### config.mk
export PLATFORM = sky130hd
export DESIGN_NAME = ror_arbiter
export DESIGN_NICKNAME = d
export VERILOG_FILES = /design/src/rtl/ror_arbiter.sv
export SDC_FILE = /design/constraint.sdc
export NUM_CORES = 1
export LEC_CHECK = 0
export ABC_CLOCK_PERIOD_IN_PS = 8000
export CORE_AREA = 3 3 189 191
export DETAILED_ROUTE_END_ITERATION = 8
export DIE_AREA = 0 0 192 194
export PLACE_DENSITY = 0.52
export REMOVE_ABC_BUFFERS = 1
export SLEW_MARGIN = 20
export SYNTH_ARGS = -nofsm -noshare
export SYNTH_HDL_FRONTEND = slang
export SYNTH_SLANG_ARGS = --single-unit
### constraint.sdc
create_clock -name clk -period 8 [get_ports clk]
set_input_delay 2 -clock clk [delete_from_list [all_inputs] [get_ports clk]]
set_output_delay 2 -clock clk [all_outputs]
set_load 0.01 [all_outputs]
### src/rtl/ror_arbiter.sv
// Round-robin arbiter and two-stage pipeline sharing one 64-bit rotate-right shifter.
// Optional ROR_ARB_PRIO0_EN: requester 0 has fixed top priority, the rest rotate.
module ror_arbiter #(
  parameter int N_REQ = 4,
  parameter int WIDTH = 64,
  parameter int SHW   = 6,
  parameter int IDW   = $clog2(N_REQ)
) (
  input  logic                   clk,
  input  logic                   rst,
  input  logic [N_REQ-1:0]       req_valid,
  output logic [N_REQ-1:0]       req_ready,
  input  logic [N_REQ*WIDTH-1:0] req_data,
  input  logic [N_REQ*SHW-1:0]   req_shamt,
  output logic [WIDTH-1:0]       sh_in,
  output logic [SHW-1:0]         sh_amt,
  input  logic [WIDTH-1:0]       sh_result,
  output logic                   rsp_valid,
  input  logic                   rsp_ready,
  output logic [WIDTH-1:0]       rsp_data,
  output logic [IDW-1:0]         rsp_id
);

  logic [WIDTH-1:0] data_arr [N_REQ];
  logic [SHW-1:0]   amt_arr  [N_REQ];
  logic [N_REQ-1:0] rr_valid;
  logic [IDW-1:0]   ptr_reg;
  logic [IDW-1:0]   ptr_next;
  logic [IDW-1:0]   win_idx;
  logic             win_found;
  logic             grant_ok;
  logic             ptr_load;
  logic             b_adv;
  logic             a_adv;
  logic             a_free;
  int               idx;

  logic             a_valid_reg;
  logic [WIDTH-1:0] a_data_reg;
  logic [SHW-1:0]   a_amt_reg;
  logic [IDW-1:0]   a_id_reg;
  logic             rsp_valid_reg;
  logic [WIDTH-1:0] rsp_data_reg;
  logic [IDW-1:0]   rsp_id_reg;

  generate
    for (genvar gi = 0; gi < N_REQ; gi++) begin : g_req
      assign data_arr[gi]  = req_data[gi*WIDTH +: WIDTH];
      assign amt_arr[gi]   = req_shamt[gi*SHW +: SHW];
      assign req_ready[gi] = grant_ok && (win_idx == IDW'(gi));
    end
  endgenerate

  assign b_adv  = !rsp_valid_reg || rsp_ready;
  assign a_adv  = a_valid_reg && b_adv;
  assign a_free = !a_valid_reg || b_adv;

`ifdef ROR_ARB_PRIO0_EN
  // Requester 0 is handled outside the rotation, so the pointer never selects it.
  assign rr_valid = {req_valid[N_REQ-1:1], 1'b0};
`else
  assign rr_valid = req_valid;
`endif

  always_comb begin
    win_found = 1'b0;
    win_idx   = '0;
    idx       = 0;
    for (int k = 0; k < N_REQ; k++) begin
      idx = int'(ptr_reg) + k;
      if (idx >= N_REQ) idx = idx - N_REQ;
      if (!win_found && rr_valid[IDW'(idx)]) begin
        win_found = 1'b1;
        win_idx   = IDW'(idx);
      end
    end
`ifdef ROR_ARB_PRIO0_EN
    if (req_valid[0]) begin
      win_found = 1'b1;
      win_idx   = '0;
    end
`endif
  end

  assign grant_ok = win_found && a_free && !rst;

`ifdef ROR_ARB_PRIO0_EN
  assign ptr_load = grant_ok && (win_idx != '0);
`else
  assign ptr_load = grant_ok;
`endif

  always_comb begin
    ptr_next = ptr_reg;
    if (ptr_load) ptr_next = (win_idx == IDW'(N_REQ - 1)) ? '0 : win_idx + IDW'(1);
  end

  // A refills in the same cycle it hands off to B, giving one op per cycle.
  always_ff @(posedge clk) begin
    if (rst) begin
      ptr_reg       <= '0;
      a_valid_reg   <= 1'b0;
      a_data_reg    <= '0;
      a_amt_reg     <= '0;
      a_id_reg      <= '0;
      rsp_valid_reg <= 1'b0;
      rsp_data_reg  <= '0;
      rsp_id_reg    <= '0;
    end else begin
      ptr_reg <= ptr_next;
      if (grant_ok) begin
        a_valid_reg <= 1'b1;
        a_data_reg  <= data_arr[win_idx];
        a_amt_reg   <= amt_arr[win_idx];
        a_id_reg    <= win_idx;
      end else if (a_adv) begin
        a_valid_reg <= 1'b0;
      end
      if (a_adv) begin
        rsp_valid_reg <= 1'b1;
        rsp_data_reg  <= sh_result;
        rsp_id_reg    <= a_id_reg;
      end else if (b_adv) begin
        rsp_valid_reg <= 1'b0;
      end
    end
  end

  assign sh_in     = a_data_reg;
  assign sh_amt    = a_amt_reg;
  assign rsp_valid = rsp_valid_reg;
  assign rsp_data  = rsp_data_reg;
  assign rsp_id    = rsp_id_reg;

endmodule

== Yosys cells after proc, flatten, opt, wreduce, memory -nomap -nowiden ==
Cells that the tools add are included.
Word-level totals
  bits of input ports: 351
  flip-flop bits (word level): 142
  word-level logic and storage cells: 85
  output and inout port bits: 141
Operators by class
  reductions and logical operators: 21
  bitwise logic cells: 1
  mux-type cells: 35
  equality and inequality tests: 3
  add/sub/neg operators: 8
  $lt $le $gt $ge: 9
Operator list (count)
  binary-select mux 64 bit (select 2 bit): 1
  two-way mux 64 bit: 2
  two-way mux 2 bit: 9
  < comparator 2 x 4 -> 1 bit, second input constant: 4
  two-way mux 1 bit: 16
  binary-select mux 6 bit (select 2 bit): 1
  >= comparator 3 bit, second input constant: 4
  two-way mux 6 bit: 2
  logical AND 1 bit: 10
  binary-select mux 1 bit (select 2 bit): 4
  subtractor 2 x 1 -> 2 bit, second input constant: 4
  adder 2 x 2 -> 3 bit, second input constant: 2
  zero test 1 bit: 6
  equality test 2 bit, second input constant: 2
  nonzero test 2 bit: 2
  adder 2 x 1 -> 3 bit, second input constant: 1
  >= comparator 2 x 3 -> 1 bit, second input constant: 1
  inverter 2 -> 3 bit: 1
  adder 2 x 1 -> 2 bit, second input constant: 1
  equality test 2 x 1 -> 1 bit, second input constant: 1
  zero test 2 bit: 1
  logical OR 1 bit: 2

== Logic depth before layout (Yosys ltp) ==
Gate-level depths: netlist (run 1).
  depth in word-level cells: 19
  mapped depth: 8
  depth with buffers taken out: 5

== Worst setup path before layout (run 1) ==
Ideal clock, no wire load.
  path kind: input-to-output
  start: input req_valid[2]
  end: output req_ready[1]
  cell stages on the path: 7
  data required time: 6.000 ns
  path buffers: 3
  arrival: 3.392 ns
  setup slack: 2.608 ns
  path through: nor2b_1 -> or4b_4 -> and2_4 -> buf_6 -> buf_12 -> buf_12 -> nor2_1
Between the ends
  cells in the longest elaborated chain, start to end: 16
  elaborated cells on any way between the ends: 30
  those cells by class: 1 x eq/ne; 20 x mux; 9 x reduce/logical
RTL lines
  start: declaration: RTL line 11  | input logic [N_REQ-1:0] req_valid,
  binary-select mux 1 bit (select 2 bit): RTL line 72  | if (!win_found && rr_valid[IDW'(idx)]) begin
  two-way mux 1 bit (not written as such) (2 in series): RTL line 72
  two-way mux 1 bit: RTL line 72
  zero test 1 bit: RTL line 72
  logical AND 1 bit: RTL line 72
  two-way mux 1 bit: RTL line 72
  zero test 1 bit: RTL line 72
  logical AND 1 bit: RTL line 72
  two-way mux 1 bit: RTL line 72
  zero test 1 bit: RTL line 72
  logical AND 1 bit: RTL line 72
  two-way mux 1 bit: RTL line 72
  logical AND 1 bit (2 in series): RTL line 85  | assign grant_ok = win_found && a_free && !rst;
  logical AND 1 bit (*): RTL line 50  | assign req_ready[gi] = grant_ok && (win_idx == IDW'(gi));
  end: declaration: RTL line 12  | output logic [N_REQ-1:0] req_ready,
Every way passes the cells marked *; elsewhere a longest branch is shown, timed or not. The select of a mux whose other input is x is not followed.

== Worst setup path in the final report (run 1) ==
  start: input req_valid[3]
  end: output req_ready[3]
Same word-level chain as after synthesis.

==> results of run 1 <==
-- cells in the final DEF (no fill, tap or decap), types with 2 or more instances in the layout --
cell | netlist | layout
clkinv_4 | 0 | 2
clkbuf_8 | 0 | 4
nor2b_1 | 5 | 4
a21oi_1 | 71 | 71
dfxtp_1 | 142 | 142
nor2_1 | 13 | 12
mux2i_1 | 140 | 140
clkdlybuf4s50_1 | 0 | 490
nand2_1 | 207 | 206
clkbuf_16 | 0 | 17
o221ai_1 | 70 | 70
buf_4 | 0 | 6
clkinv_2 | 0 | 3
bufinv_16 | 0 | 4
-- stage by stage --
step / area [um2] / util, % / hold WS, ns / power [uW] / worst slack (ns)
detailed placement: 11700 / 34.3 / 0.447 / 1730 / 1.61
CTS: 12400 / 36.1 / 0.454 / 2620 / 1.60
floorplan: 6180 / - / 0.426 / 1240 / 1.97
global placement: 11700 / 34.3 / 0.440 / 1720 / 1.67
global route: 12400 / 36.1 / 0.471 / 2700 / 1.56
finish: 12400 / 36.1 / 0.451 / 2570 / 1.60
-- cells by family after synthesis --
kind of cell / synth area share [%]
buf+inv: 5.89
flops: 43.3
mux: 21.4
compound gates: 15.3
xor+xnor: 0.133
simple gates: 14.1
-- power groups by stage --
stage               logic, uW  clock network (uW)  registers [uW]
floorplan                 330                   0             909
global placement          855                   0             869
detailed placement        856                   0             871
CTS                       860                 907             857
global route              900                 933             868
finish                    839                 876             857
-- routing by layer --
layer / wire length (um) / track usage, %
met1: 11800 / 16.9
met2: 15300 / 27.8
met3: 3730 / 7.65
met5: 30 / 0
met4: 475 / 5.13
-- worst reg2reg max path: cells and delay by family (launching register included) --
family,cells,cell delay (ns)
flops,1,0.32
simple gates,3,0.94
buf+inv,1,0.61
mux,1,0.49
compound gates,1,0.16
-- worst paths after layout --
| path | from | cells after the start | to | slack, ns |
|---|---|---|---|---|
| worst max-delay path | req_valid[3] | 6 | req_ready[3] | 1.60 |
| worst min-delay path | rsp_data[52]$_SDFFE_PP0P_ | 2 | rsp_data[52]$_SDFFE_PP0P_ | 0.45 |
| worst max register to register | ptr_reg[0]$_SDFFE_PP0P_ | 6 | sh_in[12]$_SDFFE_PP0P_ | 5.34 |
| worst min register to register | rsp_data[52]$_SDFFE_PP0P_ | 2 | rsp_data[52]$_SDFFE_PP0P_ | 0.45 |
-- area by class of cell --
class / count / area share (%)
clock buffers: 21 / 3.88
clock inverters: 10 / 1.29
diodes: 1 / 0.0202
well taps: 455 / 4.59
flip-flops and latches: 142 / 22.9
multi-input cells: 519 / 27.1
repair buffers: 498 / 40.1
==> results.sh, run 1 <==
export IMPL_crit_path_end_kind="primary output"
export IMPL_multi_input_area_um2=3360
export IMPL_cp_required_ns=6.00
export IMPL_arrival_ns=4.40
export IMPL_yosys_area_top_type="dfxtp_1"
export IMPL_drc=0
export IMPL_ys_async_sr_fraction_pct=0
export IMPL_drt_iter0_drc=166
export IMPL_core_um2=34300
export IMPL_hold_violations=0
export IMPL_yosysMostFrequentCell="nand2_1"
export IMPL_fin_crit_ns=6.40
export IMPL_crit_chain="clkdlybuf4s50_1 -> nor2_1 -> or4b_4 -> and2_4 -> nor2_1 -> clkdlybuf4s50_1"
export IMPL_finalSetupViolations=0
export IMPL_clk_pin_slew_ns=0.06
export IMPL_skew_ns=0.00537
export IMPL_ys_warn_count=0
export IMPL_crit_type="primary input to primary output"
export IMPL_synthCells=721
export IMPL_tritoncts="yes"
export IMPL_antenna_found_initial=3
export IMPL_cts_buffer_depth=2
export IMPL_peakVddDrop_mv=0.135
export IMPL_cts_sinks=142
export IMPL_grt_pass1_wl_um=44700
export IMPL_die_area_um2=37200
export IMPL_synth_seq_area_share_pct=43.3
export IMPL_cts_hold_buf=0
export IMPL_drive_above_1_share_pct=3.95
export IMPL_grtUsageTotal_pct=16.0
export IMPL_die_x_um=192
export IMPL_synth_area_leaders="dfxtp_1, mux2i_1, nand2_1, o221ai_1, a21oi_1"
export IMPL_crit_family="simple AND/OR/NAND/NOR gates"
export IMPL_drv_slew=0
export IMPL_p_switching_uw=741
export IMPL_fin_nets=1529
export IMPL_die_height_um=194
export IMPL_num_vias=7111
export IMPL_synth_edf_count=0
export IMPL_p_int_uw=1830
export IMPL_cp_slowest_cell="clkdlybuf4s50_1"
export IMPL_cap_violations=0
export IMPL_synth_flop_cell="dfxtp_1"
export IMPL_area_growth_pct=88.8
export IMPL_fillCellCount=3514
export IMPL_hp_class="flop to flop"
export IMPL_status="finished, final reports clean"
export IMPL_cp_num_buf_inv=2
export IMPL_root_buffer="clkbuf_16"
export IMPL_grt_overflow_total=0
export IMPL_p_sw_share_pct=28.8
export IMPL_wirelength_um=31400
export IMPL_p_leak_uw=0.00498
export IMPL_seqCellArea_um2=2840
export IMPL_rsz0062_at_grt="false"
export IMPL_io_buffers=491
export IMPL_p_clk_share_pct=34.1
export IMPL_cts_resized=0
export IMPL_synth_seq_cells=142
export IMPL_cp_max_fo=40
export IMPL_ant_nets=0
export IMPL_dp_cells=1614
export IMPL_fp_row_count=68
export IMPL_globalplace_congestion=0.761
export IMPL_detail_route_vias_per_cell=4.32
export IMPL_max_stage_delay_ns=0.56
export IMPL_grt_pass1_vias=7280
export IMPL_grt_max_degree=104
export IMPL_slew_headroom_pct=43.6
export IMPL_io_pins=492
export IMPL_startpoint_type="primary input"
export IMPL_fmax_ghz=0.156
export IMPL_synth_cell_types=24
export IMPL_start_util_pct=19.1
export IMPL_synth_avg_cell_area_um2=9.10
export IMPL_dp_hpwl_um=23600
export IMPL_avgRoutedWirePerCell_um=19.1
export IMPL_synth_area_um2=6560
export IMPL_cts_buffers=17
export IMPL_power_frac_comb_pct=32.6
export IMPL_p_seq_share_pct=33.3
export IMPL_synthTopCellsByCount="nand2_1, dfxtp_1, mux2i_1"
export IMPL_htreeDepth=4
export IMPL_period_share_pct=80.0
export IMPL_post_cts_setup_buffers=0
export IMPL_finalSetupTns_ns=0
export IMPL_drt_pass1_iter_count=5
export IMPL_final_cells=1646
export IMPL_pwr_density_cell_nw_per_um2=208
export IMPL_worst_pin_slew_ns=0.847
export IMPL_clk_latency_ns=0.44
export IMPL_synth_top_cell_area_share_pct=43.3
Power figures use the tool's default switching activity.
==> run 2: changes to the inputs <==
--- a/config.mk
+++ b/config.mk
@@ -5,11 +5,11 @@
 export SDC_FILE = /design/constraint.sdc
 export NUM_CORES = 1
 export LEC_CHECK = 0
-export ABC_CLOCK_PERIOD_IN_PS = 8000
-export CORE_AREA = 3 3 189 191
+export ABC_CLOCK_PERIOD_IN_PS = 5930
+export CORE_AREA = 3 3 191 193
 export DETAILED_ROUTE_END_ITERATION = 8
-export DIE_AREA = 0 0 192 194
-export PLACE_DENSITY = 0.52
+export DIE_AREA = 0 0 194 196
+export PLACE_DENSITY = 0.51
 export REMOVE_ABC_BUFFERS = 1
 export SLEW_MARGIN = 20
 export SYNTH_ARGS = -nofsm -noshare
==> constraint.sdc (replaced) <==
create_clock -name clk -period 5.93 [get_ports clk]
set_input_delay 1.4825 -clock clk [delete_from_list [all_inputs] [get_ports clk]]
set_output_delay 1.4825 -clock clk [all_outputs]
set_load 0.01 [all_outputs]
==> run 2 against run 1 <==
Effect of this change:
- sequential power up 34%
- flip-flop and latch count unchanged
- final area down 0.23%
- first-iteration DRC count up 33%
- die area up 2.1%
- utilization down 0.53 points
- worst hold slack better by 0.0028 ns
- global-route usage up 0.32 points
- register-to-register slack worse by 1.8 ns
- non-clock buffer count up 3
- critical path type unchanged
- cell count up 0.12%
- total power up 31%
==> results.sh, run 2 (synthesized netlist as in run 1, its figures left out) <==
export IMPL_power_uw=3370
export IMPL_die_area_um2=38000
export IMPL_drt_pass1_iter_count=4
export IMPL_cts_hold_buf=0
export IMPL_p_seq_share_pct=34.2
export IMPL_antenna_cells=0
export IMPL_rsz0062_at_grt="false"
export IMPL_crit_type="primary input to primary output"
export IMPL_hold_violations=0
export IMPL_slew_headroom_pct=32.8
export IMPL_arrival_ns=3.69
export IMPL_hp_class="flop to flop"
export IMPL_cp_max_fo=10
export IMPL_finish_utilization_pct=35.6
export IMPL_fp_row_count=68
export IMPL_rr_endpoint="sh_in[16]$_SDFFE_PP0P_"
export IMPL_tritoncts="yes"
export IMPL_dp_cells=1617
export IMPL_crit_cells=6
export IMPL_cp_num_buf_inv=2
export IMPL_post_cts_setup_buffers=0
export IMPL_crit_path_end_kind="primary output"
export IMPL_crit_family="buffers and inverters"
export IMPL_grt_pass1_wl_um=47200
export IMPL_drc=0
export IMPL_p_leak_uw=0.00496
export IMPL_start_util_pct=18.9
export IMPL_drive_above_1_share_pct=4.02
export IMPL_cp_slowest_cell="clkdlybuf4s50_1"
export IMPL_area_growth_pct=88.4
export IMPL_root_buffer="clkbuf_16"
export IMPL_cp_required_ns=4.45
export IMPL_io_buffers=491
export IMPL_avgRoutedWirePerCell_um=19.6
export IMPL_skew_ns=0.00766
export IMPL_peakVddDrop_mv=0.201
export IMPL_p_int_uw=2370
export IMPL_finalSetupTns_ns=0
export IMPL_htreeDepth=4
export IMPL_cts_resized=0
export IMPL_final_cells=1648
export IMPL_core_um2=34700
export IMPL_period_share_pct=87.3
export IMPL_cts_buffers=17
export IMPL_clk_pin_slew_ns=0.06
export IMPL_pwr_density_cell_nw_per_um2=273
export IMPL_grt_pass1_vias=7241
export IMPL_startpoint_type="primary input"
export IMPL_detail_route_vias_per_cell=4.30
export IMPL_globalplace_congestion=0.775
export IMPL_drt_iter0_drc=221
export IMPL_antenna_found_initial=1
export IMPL_crit_path_end="req_ready[3]"
export IMPL_mostFrequentLayoutCells="clkdlybuf4s50_1, nand2_1, dfxtp_1, mux2i_1, a21oi_1"
export IMPL_dp_hpwl_um=24600
export IMPL_clk_latency_ns=0.43
export IMPL_worstReg2RegStart="ptr_reg[0]$_SDFFE_PP0P_"
export IMPL_startpoint="req_valid[1]"
export IMPL_drv_slew=0
export IMPL_reg2regPathDepth=6
export IMPL_final_common_cell="clkdlybuf4s50_1"
export IMPL_fin_crit_ns=5.18
export IMPL_cap_violations=0
export IMPL_r2r_slack_ns=3.54
export IMPL_finalSetupViolations=0
export IMPL_grt_overflow_total=0
export IMPL_p_clk_share_pct=31.8
export IMPL_finalInstanceArea_um2=12400
export IMPL_fin_nets=1532
export IMPL_die_x_um=194
export IMPL_grt_max_degree=101
export IMPL_num_vias=7082
export IMPL_fmax_ghz=0.193
export IMPL_cts_buffer_depth=2
export IMPL_p_sw_share_pct=29.9
export IMPL_crit_chain="clkdlybuf4s50_1 -> nor2_1 -> or4b_4 -> and2_4 -> nor2_1 -> clkdlybuf4s50_1"
export IMPL_grtUsageTotal_pct=16.3
export IMPL_fillCellCount=3590
export IMPL_worst_pin_slew_ns=1.01
export IMPL_power_frac_comb_pct=34.0
export IMPL_die_height_um=196
export IMPL_cts_sinks=142
export IMPL_ant_nets=0
export IMPL_max_stage_delay_ns=0.66
export IMPL_post_dp_cell_area_um2=11800
export IMPL_wirelength_um=32300
export IMPL_status="finished, final reports clean"
export IMPL_p_switching_uw=1010
export IMPL_io_pins=492
==> run 2: changes by cell type in the layout (fill, tap and decap cells not counted), moves of 2 or more <==
cell	before	now
bufinv_16	4	2
clkinvlp_4	1	4
buf_4	6	8
clkinv_4	2	0
clkbuf_1	0	2
clkbuf_8	4	2
==> run 2: power by group through the flow <==
stage / Combinational [uW] / Clock (uW) / Sequential (uW)
final: 1150 / 1070 / 1150
after global routing: 1230 / 1150 / 1170
after CTS: 1170 / 1120 / 1150
after detailed placement: 1170 / 0 / 1170
after global placement: 1160 / 0 / 1170
after floorplan: 446 / 0 / 1230
==> run 2: worst min path at each step <==
stage / startpoint / to / slack, ns / depth (start not counted)
CTS: rsp_data[42]$_SDFFE_PP0P_ / rsp_data[42]$_SDFFE_PP0P_ / 0.46 / 2
finish: rsp_data[42]$_SDFFE_PP0P_ / rsp_data[42]$_SDFFE_PP0P_ / 0.45 / 2
global route: rsp_data[12]$_SDFFE_PP0P_ / rsp_data[12]$_SDFFE_PP0P_ / 0.47 / 2
detailed placement: sh_in[12]$_SDFFE_PP0P_ / sh_in[12]$_SDFFE_PP0P_ / 0.45 / 2
global placement: rsp_data[32]$_SDFFE_PP0P_ / rsp_data[32]$_SDFFE_PP0P_ / 0.44 / 2
floorplan: a_id_reg[1]$_SDFFE_PP0P_ / rsp_id[1]$_SDFFE_PP0P_ / 0.43 / 2
==> run 2: cell type report <==
type                    count  area, um2  share of cell area (%)
flip-flops and latches    142       2840                    23.0
clock buffers              21        460                    3.72
repair buffers            501       5010                    40.5
clock inverters            10        114                   0.921
well taps                 455        569                    4.61
multi-input cells         519       3370                    27.2
==> run 2: metrics by stage <==
stage	worst slack (ns)	hold slack, ns
after global placement	0.773	0.440
after floorplan	0.935	0.426
after CTS	0.747	0.455
final	0.755	0.454
after global routing	0.680	0.471
after detailed placement	0.754	0.447
==> run 2: worst register-to-register path: cells and delay by family (launching register included) <==
kind                   cells  cell delay (ns)
buffers and inverters      1             0.27
flip-flops                 1             0.34
AO/OA/AOI/OAI              1             0.18
AND/OR/NAND/NOR            3             0.93
multiplexers               1             0.54
==> run 2: layer usage <==
layer	global-route usage (%)	vias to the layer above	share of wire, %
met2	27.6	320	48
met1	18.8	3250	40
met5	0	-	0.062
met3	7.08	23	9.6
met4	4.55	2	1.4
li1	-	3487	-
